$ cat src/rtl/axi_fabric_regs_v2_if.sv
// AXI4-Lite bus bundle between the host port and the fabric control/status slave.
interface axi_fabric_regs_v2_if #(
  parameter int ADDR_WIDTH = 32
);
  logic [ADDR_WIDTH-1:0] awaddr;
  logic                  awvalid;
  logic                  awready;
  logic [31:0]           wdata;
  logic [3:0]            wstrb;
  logic                  wvalid;
  logic                  wready;
  logic [1:0]            bresp;
  logic                  bvalid;
  logic                  bready;
  logic [ADDR_WIDTH-1:0] araddr;
  logic                  arvalid;
  logic                  arready;
  logic [31:0]           rdata;
  logic [1:0]            rresp;
  logic                  rvalid;
  logic                  rready;

  modport master (
    output awaddr, awvalid, wdata, wstrb, wvalid, bready, araddr, arvalid, rready,
    input  awready, wready, bresp, bvalid, arready, rdata, rresp, rvalid
  );

  modport slave (
    input  awaddr, awvalid, wdata, wstrb, wvalid, bready, araddr, arvalid, rready,
    output awready, wready, bresp, bvalid, arready, rdata, rresp, rvalid
  );
endinterface

$ cat src/rtl/axi_fabric_regs_v2.sv
// AXI4-Lite run-control, config and SRAM-load slave for the ternary fabric.
// Optional completion interrupt enabled by defining FABRIC_IRQ_EN.
module axi_fabric_regs_v2 #(
  parameter int ADDR_WIDTH = 32,
  parameter int NUM_LANES  = 15,
  parameter int SRAM_AW    = 10
) (
  input  logic                    s_axi_aclk,
  input  logic                    s_axi_aresetn,
  axi_fabric_regs_v2_if.slave     s_axi,
  output logic [31:0]             fabric_base_addr,
  output logic [15:0]             fabric_depth,
  output logic [7:0]              fabric_stride,
  output logic [31:0]             fabric_exec_hints,
  output logic [15:0]             fabric_lane_count,
  output logic [NUM_LANES-1:0]    fabric_lane_mask,
  output logic                    fabric_start,
  input  logic                    fabric_done,
  input  logic [NUM_LANES*32-1:0] vector_results,
  input  logic [31:0]             cycle_count,
  output logic [SRAM_AW-1:0]      sram_waddr,
  output logic [23:0]             sram_wdata,
  output logic                    sram_we_weight,
  output logic                    sram_we_input,
  output logic                    irq
);

  typedef enum logic {IDLE, BUSY} state_t;

  state_t state, state_next;
  logic   busy;
  logic   done;
  logic   done_set;

  logic        aw_full, w_full;
  logic [15:0] aw_off;
  logic [31:0] w_data;
  logic [3:0]  w_strb;
  logic        bvalid_q, rvalid_q;
  logic [1:0]  bresp_q, rresp_q;
  logic [31:0] rdata_q;

  logic        aw_hs, w_hs, ar_hs, commit;
  logic [15:0] wr_off, rd_off;
  logic [31:0] wr_data;
  logic [3:0]  wr_strb;

  logic wr_err, start_req, clr_req, we_w_req, we_i_req;
  logic sel_base, sel_depth, sel_stride, sel_hints, sel_lcnt, sel_mask, sel_irqen;

  logic [31:0]          m_base, m_hints;
  logic [15:0]          m_depth, m_lcnt, lcnt_clamped;
  logic [7:0]           m_stride;
  logic [NUM_LANES-1:0] m_mask;

  logic [31:0] rd_data;
  logic        rd_err;
  logic        wr_lane_hit, rd_lane_hit;

`ifdef FABRIC_IRQ_EN
  logic irq_en;
  logic irq_q;
`endif

  logic unused_bits;
  assign unused_bits = ^{s_axi.awaddr[ADDR_WIDTH-1:0], s_axi.araddr, wr_off, rd_off, wr_data};

  assign aw_hs  = s_axi.awvalid && s_axi.awready;
  assign w_hs   = s_axi.wvalid && s_axi.wready;
  assign ar_hs  = s_axi.arvalid && s_axi.arready;
  assign commit = (aw_full || aw_hs) && (w_full || w_hs);

  // The committing write may use a channel latched earlier or one arriving this cycle
  assign wr_off  = aw_full ? aw_off : s_axi.awaddr[15:0];
  assign wr_data = w_full ? w_data : s_axi.wdata;
  assign wr_strb = w_full ? w_strb : s_axi.wstrb;
  assign rd_off  = s_axi.araddr[15:0];

  assign s_axi.awready = !aw_full && !bvalid_q;
  assign s_axi.wready  = !w_full && !bvalid_q;
  assign s_axi.bvalid  = bvalid_q;
  assign s_axi.bresp   = bresp_q;
  assign s_axi.arready = !rvalid_q;
  assign s_axi.rvalid  = rvalid_q;
  assign s_axi.rdata   = rdata_q;
  assign s_axi.rresp   = rresp_q;

  assign wr_lane_hit = (wr_off[15:2] >= 14'h040) && (wr_off[15:2] < 14'(64 + NUM_LANES));
  assign rd_lane_hit = (rd_off[15:2] >= 14'h040) && (rd_off[15:2] < 14'(64 + NUM_LANES));

  always_ff @(posedge s_axi_aclk) begin
    if (!s_axi_aresetn) begin
      state <= IDLE;
    end else begin
      state <= state_next;
    end
  end

  always_comb begin
    state_next = state;
    case (state)
      IDLE: if (commit && start_req) state_next = BUSY;
      BUSY: if (fabric_done) state_next = IDLE;
      default: state_next = IDLE;
    endcase
  end

  always_comb begin
    busy     = (state == BUSY);
    done_set = (state == BUSY) && fabric_done;
  end

  // Write decode: errors and side-effect requests are mutually exclusive
  always_comb begin
    wr_err     = 1'b0;
    start_req  = 1'b0;
    clr_req    = 1'b0;
    we_w_req   = 1'b0;
    we_i_req   = 1'b0;
    sel_base   = 1'b0;
    sel_depth  = 1'b0;
    sel_stride = 1'b0;
    sel_hints  = 1'b0;
    sel_lcnt   = 1'b0;
    sel_mask   = 1'b0;
    sel_irqen  = 1'b0;
    if (wr_off[15:12] == 4'h1 || wr_off[15:12] == 4'h2) begin
      if (busy || wr_strb[2:0] != 3'b111) wr_err = 1'b1;
      else if (wr_off[12])                  we_w_req = 1'b1;
      else                                  we_i_req = 1'b1;
    end else if (wr_lane_hit) begin
      wr_err = 1'b0;
    end else begin
      case (wr_off[15:2])
        14'h000: begin
          clr_req = wr_strb[0] && wr_data[1];
          if (wr_strb[0] && wr_data[0]) begin
            if (busy) wr_err = 1'b1;
            else      start_req = 1'b1;
          end
        end
        14'h001, 14'h008: wr_err = 1'b0;
        14'h002: if (busy) wr_err = 1'b1; else sel_base   = 1'b1;
        14'h003: if (busy) wr_err = 1'b1; else sel_depth  = 1'b1;
        14'h004: if (busy) wr_err = 1'b1; else sel_stride = 1'b1;
        14'h005: if (busy) wr_err = 1'b1; else sel_hints  = 1'b1;
        14'h006: if (busy) wr_err = 1'b1; else sel_lcnt   = 1'b1;
        14'h007: if (busy) wr_err = 1'b1; else sel_mask   = 1'b1;
`ifdef FABRIC_IRQ_EN
        14'h009: sel_irqen = wr_strb[0];
`endif
        default: wr_err = 1'b1;
      endcase
    end
  end

  always_comb begin
    m_base   = fabric_base_addr;
    m_hints  = fabric_exec_hints;
    m_depth  = fabric_depth;
    m_lcnt   = fabric_lane_count;
    m_stride = fabric_stride;
    m_mask   = fabric_lane_mask;
    for (int b = 0; b < 32; b++) begin
      if (wr_strb[b/8]) begin
        m_base[b]  = wr_data[b];
        m_hints[b] = wr_data[b];
      end
    end
    for (int b = 0; b < 16; b++) begin
      if (wr_strb[b/8]) begin
        m_depth[b] = wr_data[b];
        m_lcnt[b]  = wr_data[b];
      end
    end
    for (int b = 0; b < 8; b++) begin
      if (wr_strb[0]) m_stride[b] = wr_data[b];
    end
    for (int b = 0; b < NUM_LANES; b++) begin
      if (wr_strb[b/8]) m_mask[b] = wr_data[b];
    end
    if (m_lcnt == 16'd0)                   lcnt_clamped = 16'd1;
    else if (m_lcnt > 16'(NUM_LANES))      lcnt_clamped = 16'(NUM_LANES);
    else                                   lcnt_clamped = m_lcnt;
  end

  always_ff @(posedge s_axi_aclk) begin
    if (!s_axi_aresetn) begin
      aw_full  <= 1'b0;
      w_full   <= 1'b0;
      aw_off   <= '0;
      w_data   <= '0;
      w_strb   <= '0;
      bvalid_q <= 1'b0;
      bresp_q  <= 2'b00;
    end else if (commit) begin
      aw_full  <= 1'b0;
      w_full   <= 1'b0;
      bvalid_q <= 1'b1;
      bresp_q  <= wr_err ? 2'b10 : 2'b00;
    end else begin
      if (aw_hs) begin
        aw_full <= 1'b1;
        aw_off  <= s_axi.awaddr[15:0];
      end
      if (w_hs) begin
        w_full <= 1'b1;
        w_data <= s_axi.wdata;
        w_strb <= s_axi.wstrb;
      end
      if (bvalid_q && s_axi.bready) bvalid_q <= 1'b0;
    end
  end

  always_ff @(posedge s_axi_aclk) begin
    if (!s_axi_aresetn) begin
      fabric_base_addr  <= '0;
      fabric_depth      <= '0;
      fabric_stride     <= '0;
      fabric_exec_hints <= '0;
      fabric_lane_count <= 16'(NUM_LANES);
      fabric_lane_mask  <= '1;
      fabric_start      <= 1'b0;
      sram_waddr        <= '0;
      sram_wdata        <= '0;
      sram_we_weight    <= 1'b0;
      sram_we_input     <= 1'b0;
      done              <= 1'b0;
    end else begin
      fabric_start   <= commit && start_req;
      sram_we_weight <= commit && we_w_req;
      sram_we_input  <= commit && we_i_req;
      if (commit && (we_w_req || we_i_req)) begin
        sram_waddr <= wr_off[SRAM_AW+1:2];
        sram_wdata <= wr_data[23:0];
      end
      if (commit && sel_base)   fabric_base_addr  <= m_base;
      if (commit && sel_depth)  fabric_depth      <= m_depth;
      if (commit && sel_stride) fabric_stride     <= m_stride;
      if (commit && sel_hints)  fabric_exec_hints <= m_hints;
      if (commit && sel_lcnt)   fabric_lane_count <= lcnt_clamped;
      if (commit && sel_mask)   fabric_lane_mask  <= m_mask;
      // Completion outranks a simultaneous clear so a finished run is never lost
      if (done_set)                              done <= 1'b1;
      else if (commit && (start_req || clr_req)) done <= 1'b0;
    end
  end

`ifdef FABRIC_IRQ_EN
  always_ff @(posedge s_axi_aclk) begin
    if (!s_axi_aresetn) begin
      irq_en <= 1'b0;
      irq_q  <= 1'b0;
    end else begin
      if (commit && sel_irqen) irq_en <= wr_data[0];
      irq_q <= done && irq_en;
    end
  end
  assign irq = irq_q;
`else
  assign irq = 1'b0;
`endif

  always_comb begin
    rd_data = '0;
    rd_err  = 1'b0;
    if (rd_off[15:12] == 4'h1 || rd_off[15:12] == 4'h2) begin
      rd_data = '0;
    end else if (rd_lane_hit) begin
      for (int i = 0; i < NUM_LANES; i++) begin
        if (rd_off[15:2] == 14'(64 + i)) rd_data = vector_results[i*32 +: 32];
      end
    end else begin
      case (rd_off[15:2])
        14'h000: rd_data = '0;
        14'h001: rd_data = {29'd0, irq, done, busy};
        14'h002: rd_data = fabric_base_addr;
        14'h003: rd_data = {16'd0, fabric_depth};
        14'h004: rd_data = {24'd0, fabric_stride};
        14'h005: rd_data = fabric_exec_hints;
        14'h006: rd_data = {16'd0, fabric_lane_count};
        14'h007: rd_data = 32'(fabric_lane_mask);
        14'h008: rd_data = cycle_count;
`ifdef FABRIC_IRQ_EN
        14'h009: rd_data = {31'd0, irq_en};
`endif
        default: rd_err = 1'b1;
      endcase
    end
  end

  always_ff @(posedge s_axi_aclk) begin
    if (!s_axi_aresetn) begin
      rvalid_q <= 1'b0;
      rdata_q  <= '0;
      rresp_q  <= 2'b00;
    end else if (ar_hs) begin
      rvalid_q <= 1'b1;
      rdata_q  <= rd_data;
      rresp_q  <= rd_err ? 2'b10 : 2'b00;
    end else if (rvalid_q && s_axi.rready) begin
      rvalid_q <= 1'b0;
    end
  end

endmodule

$ cat src/flat_wrapper.sv
// flat-port wrapper written by rule: the top's interface ports become plain ports
module axi_fabric_regs_v2_flat 
#(
  parameter int ADDR_WIDTH = 32,
  parameter int NUM_LANES  = 15,
  parameter int SRAM_AW    = 10
)
  (s_axi_aclk, s_axi_aresetn, fabric_base_addr, fabric_depth, fabric_stride, fabric_exec_hints, fabric_lane_count, fabric_lane_mask, fabric_start, fabric_done, vector_results, cycle_count, sram_waddr, sram_wdata, sram_we_weight, sram_we_input, irq, s_axi_awaddr, s_axi_awvalid, s_axi_wdata, s_axi_wstrb, s_axi_wvalid, s_axi_bready, s_axi_araddr, s_axi_arvalid, s_axi_rready, s_axi_awready, s_axi_wready, s_axi_bresp, s_axi_bvalid, s_axi_arready, s_axi_rdata, s_axi_rresp, s_axi_rvalid);
  axi_fabric_regs_v2_if #(.ADDR_WIDTH(ADDR_WIDTH)) s_axi_i ();
  input  logic s_axi_aclk;
  input  logic s_axi_aresetn;
  output logic [31:0] fabric_base_addr;
  output logic [15:0] fabric_depth;
  output logic [7:0] fabric_stride;
  output logic [31:0] fabric_exec_hints;
  output logic [15:0] fabric_lane_count;
  output logic [NUM_LANES-1:0] fabric_lane_mask;
  output logic fabric_start;
  input  logic fabric_done;
  input  logic [NUM_LANES*32-1:0] vector_results;
  input  logic [31:0] cycle_count;
  output logic [SRAM_AW-1:0] sram_waddr;
  output logic [23:0] sram_wdata;
  output logic sram_we_weight;
  output logic sram_we_input;
  output logic irq;
  input wire logic [$bits(s_axi_i.awaddr)-1:0] s_axi_awaddr;
  input wire logic [$bits(s_axi_i.awvalid)-1:0] s_axi_awvalid;
  input wire logic [$bits(s_axi_i.wdata)-1:0] s_axi_wdata;
  input wire logic [$bits(s_axi_i.wstrb)-1:0] s_axi_wstrb;
  input wire logic [$bits(s_axi_i.wvalid)-1:0] s_axi_wvalid;
  input wire logic [$bits(s_axi_i.bready)-1:0] s_axi_bready;
  input wire logic [$bits(s_axi_i.araddr)-1:0] s_axi_araddr;
  input wire logic [$bits(s_axi_i.arvalid)-1:0] s_axi_arvalid;
  input wire logic [$bits(s_axi_i.rready)-1:0] s_axi_rready;
  output wire logic [$bits(s_axi_i.awready)-1:0] s_axi_awready;
  output wire logic [$bits(s_axi_i.wready)-1:0] s_axi_wready;
  output wire logic [$bits(s_axi_i.bresp)-1:0] s_axi_bresp;
  output wire logic [$bits(s_axi_i.bvalid)-1:0] s_axi_bvalid;
  output wire logic [$bits(s_axi_i.arready)-1:0] s_axi_arready;
  output wire logic [$bits(s_axi_i.rdata)-1:0] s_axi_rdata;
  output wire logic [$bits(s_axi_i.rresp)-1:0] s_axi_rresp;
  output wire logic [$bits(s_axi_i.rvalid)-1:0] s_axi_rvalid;
  assign s_axi_i.awaddr = s_axi_awaddr;
  assign s_axi_i.awvalid = s_axi_awvalid;
  assign s_axi_i.wdata = s_axi_wdata;
  assign s_axi_i.wstrb = s_axi_wstrb;
  assign s_axi_i.wvalid = s_axi_wvalid;
  assign s_axi_i.bready = s_axi_bready;
  assign s_axi_i.araddr = s_axi_araddr;
  assign s_axi_i.arvalid = s_axi_arvalid;
  assign s_axi_i.rready = s_axi_rready;
  assign s_axi_awready = s_axi_i.awready;
  assign s_axi_wready = s_axi_i.wready;
  assign s_axi_bresp = s_axi_i.bresp;
  assign s_axi_bvalid = s_axi_i.bvalid;
  assign s_axi_arready = s_axi_i.arready;
  assign s_axi_rdata = s_axi_i.rdata;
  assign s_axi_rresp = s_axi_i.rresp;
  assign s_axi_rvalid = s_axi_i.rvalid;
  axi_fabric_regs_v2 #(.ADDR_WIDTH(ADDR_WIDTH), .NUM_LANES(NUM_LANES), .SRAM_AW(SRAM_AW)) u_core (.s_axi_aclk(s_axi_aclk), .s_axi_aresetn(s_axi_aresetn), .s_axi(s_axi_i), .fabric_base_addr(fabric_base_addr), .fabric_depth(fabric_depth), .fabric_stride(fabric_stride), .fabric_exec_hints(fabric_exec_hints), .fabric_lane_count(fabric_lane_count), .fabric_lane_mask(fabric_lane_mask), .fabric_start(fabric_start), .fabric_done(fabric_done), .vector_results(vector_results), .cycle_count(cycle_count), .sram_waddr(sram_waddr), .sram_wdata(sram_wdata), .sram_we_weight(sram_we_weight), .sram_we_input(sram_we_input), .irq(irq));
endmodule
$ cat config.mk
export PLATFORM = sky130hd
export DESIGN_NAME = axi_fabric_regs_v2_flat
export DESIGN_NICKNAME = d
export VERILOG_FILES = /design/src/rtl/axi_fabric_regs_v2_if.sv /design/src/rtl/axi_fabric_regs_v2.sv /design/src/flat_wrapper.sv
export SDC_FILE = /design/constraint.sdc
export NUM_CORES = 1
export LEC_CHECK = 0
export ABC_AREA = 1
export ABC_CLOCK_PERIOD_IN_PS = 5400
export CORE_AREA = 2 2 317 319
export DETAILED_ROUTE_END_ITERATION = 7
export DIE_AREA = 0 0 319 321
export GPL_TIMING_DRIVEN = 0
export REMOVE_ABC_BUFFERS = 1
export SLEW_MARGIN = 40
export SYNTH_ARGS = -nofsm -noshare
export SYNTH_HDL_FRONTEND = slang
export SYNTH_SLANG_ARGS = --single-unit
$ cat constraint.sdc
create_clock -name s_axi_aclk -period 5.4 [get_ports s_axi_aclk]
set_clock_uncertainty 0.05 [all_clocks]
set_input_delay 1.08 -clock s_axi_aclk [delete_from_list [all_inputs] [get_ports s_axi_aclk]]
set_output_delay 1.08 -clock s_axi_aclk [all_outputs]
set_load 0.05 [all_outputs]
==> impl_metrics.tcl, run 1 <==
set metrics [dict create \
    drt_pass1_iterations 5 \
    ir_worst_vdd_mv 0.213 \
    grt_pass1_wl_um 157000 \
    hp-start "u_core.sram_waddr[3]$_SDFFE_PN0P_" \
    rsz0062_at_grt "no" \
    slowest_stage "inv_2" \
    final_cells 4558 \
    reg2reg_depth 10 \
    powerDensity_nw_per_um2 195 \
    synth-edff-count 0 \
    fp-row-count 116 \
    post-route-drc-count 0 \
    die_h_um 321 \
    grt_usage 0.219 \
    vias 20500 \
    synth_cells 2511 \
    routabilityCongestion 0.914 \
    ios 818 \
    async_reset_ff_frac 0 \
    dpl.cell_count 4490 \
    postCtsSetupRepairBufs 0 \
    final-hold-violation-count 0 \
    drt-initial-drc-count 1506 \
    syn_to_final_growth_pct 70.1 \
    path_clk_slew_ns 0.07 \
    intPower_w 0.00365 \
    fin_nets 3845 \
    crit_required_ns 5.85 \
    min_path_type "flip-flop to flip-flop" \
    die-width_um 319 \
    cts_resized 0 \
    min_to "u_core.sram_waddr[3]$_SDFFE_PN0P_" \
    port_buffers 778 \
    syn_area_um2 15400 \
    cts_tree "done" \
    rrSetupSlack_ns 1.42 \
    grt-ovfl-total 0 \
    yosysUniqueCellTypes 53 \
    rr_startpoint "u_core.w_full$_SDFFE_PP0P_" \
    cpMostUsedCell "nor2_2" \
    initial_core_util 0.155 \
    max_freq_ghz 0.209 \
    cap_viol_max_count 0 \
    crit_arrival_ns 5.24 \
    drt_wl_total_um 118000 \
    antenna_found_initial 49 \
    cp-start-kind "primary input" \
    ant_nets 0 \
    cp_slowest_stage_delay_ns 0.55 \
    status "finished clean" \
    clock-sinks 246 \
    worst_setup_path_end_kind "flip-flop" \
    cts_max_level 1 \
    final_core_utilization 0.264 \
    fin_crit_sh 0.888 \
    die_area_um2 102000 \
    worst_pin_slew_ns 0.870 \
    cp_max_fo 29 \
    clk-insertion-delay-late_ns 0.62 \
    ys_seq_area_frac 0.319 \
    wl_per_cell_um 25.9 \
    syn_avg_cell_area_um2 6.14 \
    drv_slew 0 \
    cellLeakagePower_nw 10.0 \
    via_per_inst 4.49 \
    finalCriticalPeriod_ns 4.79 \
    netSwitchingPower_w 0.00147 \
    fin_tns_setup_ns 0 \
    p_seq_frac 0.373 \
    min_path_cells 2 \
    timing.rr.end "u_core.sram_wdata[8]$_SDFFE_PN0P_" \
    synthFlopType "dfxtp_1" \
    maxSlewHeadroom 0.418 \
    coreArea_um2 99300 \
    place_ws_ns -0.125 \
    pwr-share-comb 0.198 \
    setup_violations 0 \
    fillerInstances 11100 \
    grt_start_max_net_pins 84 \
    yosysWarningCount 0 \
    cts_made_buffers 31 \
    layout-drive-gt1-share 0.0665 \
    critPathKind "primary input to flip-flop" \
    layout_setup_ws_ns 0.607 \
    ctsHoldBuffers 0 \
    power_frac_clock 0.429 \
    root_buffer "clkbuf_16" \
    clockBufferDepth 3 \
    grt_pass1_vias 19300 \
    cp_cell_sequence "clkdlybuf4s50_1 > nor2_2 > nand2_1 > nor2_4 > buf_16 > buf_8 > nand2_2 > nor2_2 > inv_2 > nor2_1 > nor2_1 > nand4_1 > nor2_2 > nand4_1 > nand3_1 > a21oi_1" \
    place_hpwl_um 97000 \
    switching_share 0.288 \
    ys_seq_elements 246 \
]
[area by class of cell]
cell class | count | area (µm²) | share of cell area
timing repair buffer | 828 | 8510 | 0.324
inverter | 425 | 1610 | 0.0615
antenna | 14 | 35.0 | 0.00134
clock buffer | 42 | 867 | 0.0331
sequential | 246 | 4930 | 0.188
clock inverter | 12 | 161 | 0.00615
multi-input combinational | 1693 | 8490 | 0.324
tap | 1298 | 1620 | 0.0619
[stage by stage]
stage / hold WS [ns] / total power [W] / instance area (µm²)
3_3_place_gp: 0.384 / 0.00293 / 24200
3_5_place_dp: 0.386 / 0.00296 / 25200
6_report: 0.394 / 0.00512 / 26200
2_1_floorplan: 0.379 / 0.00227 / 14800
4_1_cts: 0.396 / 0.00517 / 26200
5_1_grt: 0.410 / 0.00533 / 26200
[routing by layer]
| metal | share of wire | track usage |
|---|---|---|
| met1 | 0.41 | 0.269 |
| met2 | 0.47 | 0.374 |
| met3 | 0.085 | 0.0574 |
| met4 | 0.031 | 0.0648 |
| met5 | 0.0012 | 0 |
[synth_stat cells, types with 15 or more instances]
cell type  instances  area, µm²
nand2_1          470       1760
inv_1            414       1550
nor2_1           330       1240
dfxtp_1          246       4920
o21ai_0          223       1120
a21oi_1          171        856
nand3_1          155        776
clkbuf_1         103        387
nand4_1          101        632
nor3_1            41        205
buf_2             32        160
a211oi_1          23        173
o2111ai_1         22        193
o21ai_1           19       95.1
or2_2             18        113
a221oi_1          15        131
[sequential cells by signal (all words and copies together) (netlist names), 4 cells and up]
name	count
u_core.fabric_lane_count	16
u_core.fabric_depth	16
u_core.sram_waddr	10
u_core.fabric_base_addr	32
u_core.aw_off	14
u_core.sram_wdata	24
u_core.fabric_stride	8
u_core.fabric_lane_mask	15
u_core.s_axi.rdata	32
u_core.w_data	32
u_core.w_strb	4
u_core.fabric_exec_hints	32
[logic make-up after synthesis]
kind of cell	count (synthesis)	share of synthesized area
other cells	1	0.000243
compound gates	530	0.201
buf+inv	574	0.145
mux	2	0.00130
simple gates	1158	0.333
flops	246	0.319
[critical path, delay by kind of cell]
family | cells | cell delay [ns]
and+or+nand+nor | 11 | 2.59
buffers and inverters | 4 | 1.40
AOI/OAI and AO/OA | 1 | 0.11
[cells in the final DEF (no fill, tap or decap), drive strengths merged, types with 9 or more instances in the layout]
cell type and n:
a211oi 25, a21oi 174, a221oi 18, a32o 13, buf 55, clkbuf 42, clkdlybuf4s50 773, dfxtp 246
diode 14, inv 425, nand2 477, nand3 160, nand4 101, nor2 346, nor3 47, o2111ai 22
o211ai 13, o21ai 242, o22ai 9, or2 18
[worst max path at each step]
stage	slack [ns]	to	from
global placement	-8.68	u_core.s_axi.rdata[18]$_SDFFE_PN0P_	s_axi_araddr[14]
detailed placement	-0.13	u_core.s_axi.rdata[0]$_SDFFE_PN0P_	s_axi_araddr[14]
CTS	0.55	u_core.s_axi.rdata[0]$_SDFFE_PN0P_	s_axi_araddr[14]
finish	0.61	u_core.s_axi.rdata[7]$_SDFFE_PN0P_	s_axi_araddr[12]
floorplan	-0.07	u_core.s_axi.rdata[18]$_SDFFE_PN0P_	s_axi_araddr[14]
global route	0.46	u_core.s_axi.rdata[7]$_SDFFE_PN0P_	s_axi_araddr[14]
[power groups by stage]
| stage | clock network (W) | logic [W] | registers [W] |
|---|---|---|---|
| 2_1_floorplan | 0 | 0.000313 | 0.00196 |
| 3_3_place_gp | 0 | 0.000969 | 0.00196 |
| 3_5_place_dp | 0 | 0.00101 | 0.00195 |
| 4_1_cts | 0.00224 | 0.00102 | 0.00191 |
| 5_1_grt | 0.00232 | 0.00109 | 0.00192 |
| 6_report | 0.00220 | 0.00101 | 0.00191 |
(Power assumes the default switching activity.)
==> run 2, diff against run 1 <==
--- a/config.mk
+++ b/config.mk
@@ -5,11 +5,10 @@
 export SDC_FILE = /design/constraint.sdc
 export NUM_CORES = 1
 export LEC_CHECK = 0
-export ABC_AREA = 1
 export ABC_CLOCK_PERIOD_IN_PS = 5400
-export CORE_AREA = 2 2 317 319
+export CORE_AREA = 2 2 320 322
 export DETAILED_ROUTE_END_ITERATION = 7
-export DIE_AREA = 0 0 319 321
+export DIE_AREA = 0 0 322 324
 export GPL_TIMING_DRIVEN = 0
 export REMOVE_ABC_BUFFERS = 1
 export SLEW_MARGIN = 40
==> constraint.sdc (replaced) <==
create_clock -name s_axi_aclk -period 5.4 [get_ports s_axi_aclk]
set_clock_uncertainty 0.05 [all_clocks]
set_input_delay 1.08 -clock s_axi_aclk [delete_from_list [all_inputs] [get_ports s_axi_aclk]]
set_output_delay 1.08 -clock s_axi_aclk [all_outputs]
set_load 0.005 [all_outputs]
==> impl_metrics.tcl, run 2 <==
set metrics [dict create \
    cts_tree "done" \
    synth_area_leaders "dfxtp_1, mux2i_1, a21oi_1, nor2_1, mux2_2" \
    mostFrequentLayoutCell "clkdlybuf4s50_1" \
    routabilityCongestion 0.913 \
    drt-initial-drc-count 2155 \
    fin_crit_sh 0.883 \
    yosysWarningCount 0 \
    cts_made_buffers 31 \
    grt_pass1_wl_um 198000 \
    grt-ovfl-total 0 \
    synth_commonest_cells "dfxtp_1, nor2_1, nand2_1, a21oi_1, mux2i_1" \
    synth.most_common_cell "dfxtp_1" \
    ctsHoldBuffers 0 \
    cp_slowest_stage_delay_ns 0.99 \
    maxSlewHeadroom 0.335 \
    cts_max_level 1 \
    slowest_stage "or4b_2" \
    ios 818 \
    cp-start-kind "primary input" \
    die_h_um 324 \
    max_freq_ghz 0.210 \
    drv_slew 0 \
    worst_setup_path_end_kind "flip-flop" \
    antenna_found_initial 57 \
    fp-row-count 117 \
    layout-drive-gt1-share 0.126 \
    grt_start_max_net_pins 72 \
    yosysTopAreaCellShare 0.305 \
    final-hold-violation-count 0 \
    cts_resized 0 \
    critical-path-top-delay-family "simple AND/OR/NAND/NOR gates" \
    async_reset_ff_frac 0 \
    ys_seq_elements 246 \
    synth_cells 2017 \
    postCtsSetupRepairBufs 0 \
    path_clk_slew_ns 0.07 \
    cp_max_fo 10 \
    setup_violations 0 \
    place_hpwl_um 127000 \
    status "finished clean" \
    post-route-drc-count 0 \
    via_per_inst 5.29 \
    coreArea_um2 101000 \
    syn_avg_cell_area_um2 8.00 \
    min_path_type "flip-flop to flip-flop" \
    syn_area_um2 16100 \
    critPathKind "primary input to flip-flop" \
    cp.buffers_inverters 2 \
    final_cell_mix "clkdlybuf4s50_1, dfxtp_1, nor2_1" \
    syn_to_final_growth_pct 72.5 \
    final_core_utilization 0.276 \
    fin_nets 3365 \
    cp_cell_sequence "clkdlybuf4s50_1 > or4b_2 > nor3_4 > buf_8 > nand2_1 > o221ai_1 > a21oi_1 > o21a_1" \
    grt_pass1_vias 20600 \
    initial_core_util 0.160 \
    cellLeakagePower_nw 9.52 \
    grt_usage 0.284 \
    root_buffer "clkbuf_16" \
    drt_wl_total_um 156000 \
    crit_required_ns 5.87 \
    die_area_um2 104000 \
    synthFlopType "dfxtp_1" \
    fin_tns_setup_ns 0 \
    yosysUniqueCellTypes 80 \
    die-width_um 322 \
    yosys.area.top_type "dfxtp_1" \
    wl_per_cell_um 38.0 \
    crit_arrival_ns 5.24 \
    ir_worst_vdd_mv 0.219 \
    cap_viol_max_count 0 \
    powerDensity_nw_per_um2 201 \
    clock-sinks 246 \
    clk-insertion-delay-late_ns 0.65 \
    rsz0062_at_grt "no" \
    finalCriticalPeriod_ns 4.77 \
    worst_pin_slew_ns 0.972 \
    synth-edff-count 0 \
    drt_pass1_iterations 5 \
    port_buffers 778 \
    clockBufferDepth 3 \
    vias 21700 \
    ys_seq_area_frac 0.305 \
    ant_nets 0 \
    fillerInstances 10900 \
]
==> run 2: cell types whose count changed after synthesis, sizes merged, moves of 92 or more <==
cell / change
nand2: -297
nand3: -141
mux2i: +161
inv: -417
nor2: -122
nand4: -92
o21ai: -131
==> run 2: power breakdown <==
group	total (W)	switching, W	internal [W]
combinational	0.00145	0.000768	0.000679
clock	0.00227	0.000985	0.00128
sequential	0.00188	0.0000396	0.00184
total	0.00560	0.00179	0.00380
==> run 2: area by class of cell <==
type,instances,area (µm²),area share
Antenna cell,25,62.6,0.00225
Clock buffer,43,911,0.0327
Clock inverter,15,166,0.00598
Inverter,8,43.8,0.00157
Multi-Input combinational cell,1573,10900,0.391
Sequential cell,246,4930,0.177
Tap cell,1309,1640,0.0588
Timing Repair Buffer,885,9200,0.331
==> run 2: worst paths after layout <==
check | start | end | slack, ns | depth (start not counted)
max | s_axi_araddr[6] | u_core.s_axi.rdata[14]$_SDFFE_PN0P_ | 0.63 | 8
max reg2reg | u_core.aw_full$_SDFFE_PP0P_ | u_core.fabric_exec_hints[26]$_SDFFE_PN0P_ | 1.69 | 9
min | u_core.w_data[18]$_SDFFE_PN0P_ | u_core.w_data[18]$_SDFFE_PN0P_ | 0.40 | 2
min reg2reg | u_core.w_data[18]$_SDFFE_PN0P_ | u_core.w_data[18]$_SDFFE_PN0P_ | 0.40 | 2
==> run 2: cells by family (layout without fill, tap and decap cells) <==
logic type	after synthesis	in the layout	share of synthesized area
compound gates	708	708	0.297
other cells	1	28	0.000232
mux	232	232	0.156
flops	246	246	0.305
buf+inv	200	951	0.0508
simple gates	627	627	0.189
xor+xnor	3	3	0.00163
==> run 2: tightest hold or removal path: stages (launching register included) <==
cell	delay, ns
dfxtp_1	0.31
nand2_1	0.05
a21oi_1	0.05
==> run 2: routing by layer <==
metal	vias up	GRT usage	part of all wire
met5	-	0	0.0018
met4	46	0.110	0.042
met3	332	0.0892	0.10
met2	1481	0.437	0.43
met1	10700	0.370	0.42
li1	9199	-	-
==> run 2: through the flow <==
step | cell area, µm² | hold slack (ns) | power [W] | instances | setup WS (ns)
finish | 27800 | 0.402 | 0.00560 | 4104 | 0.632
global placement | 24800 | 0.388 | 0.00327 | 3914 | -12.80
floorplan | 15400 | 0.383 | 0.00233 | 1827 | -1.10
global route | 27800 | 0.425 | 0.00573 | 4089 | 0.633
detailed placement | 26700 | 0.393 | 0.00335 | 4019 | 0.00140
CTS | 27800 | 0.407 | 0.00561 | 4077 | 0.666
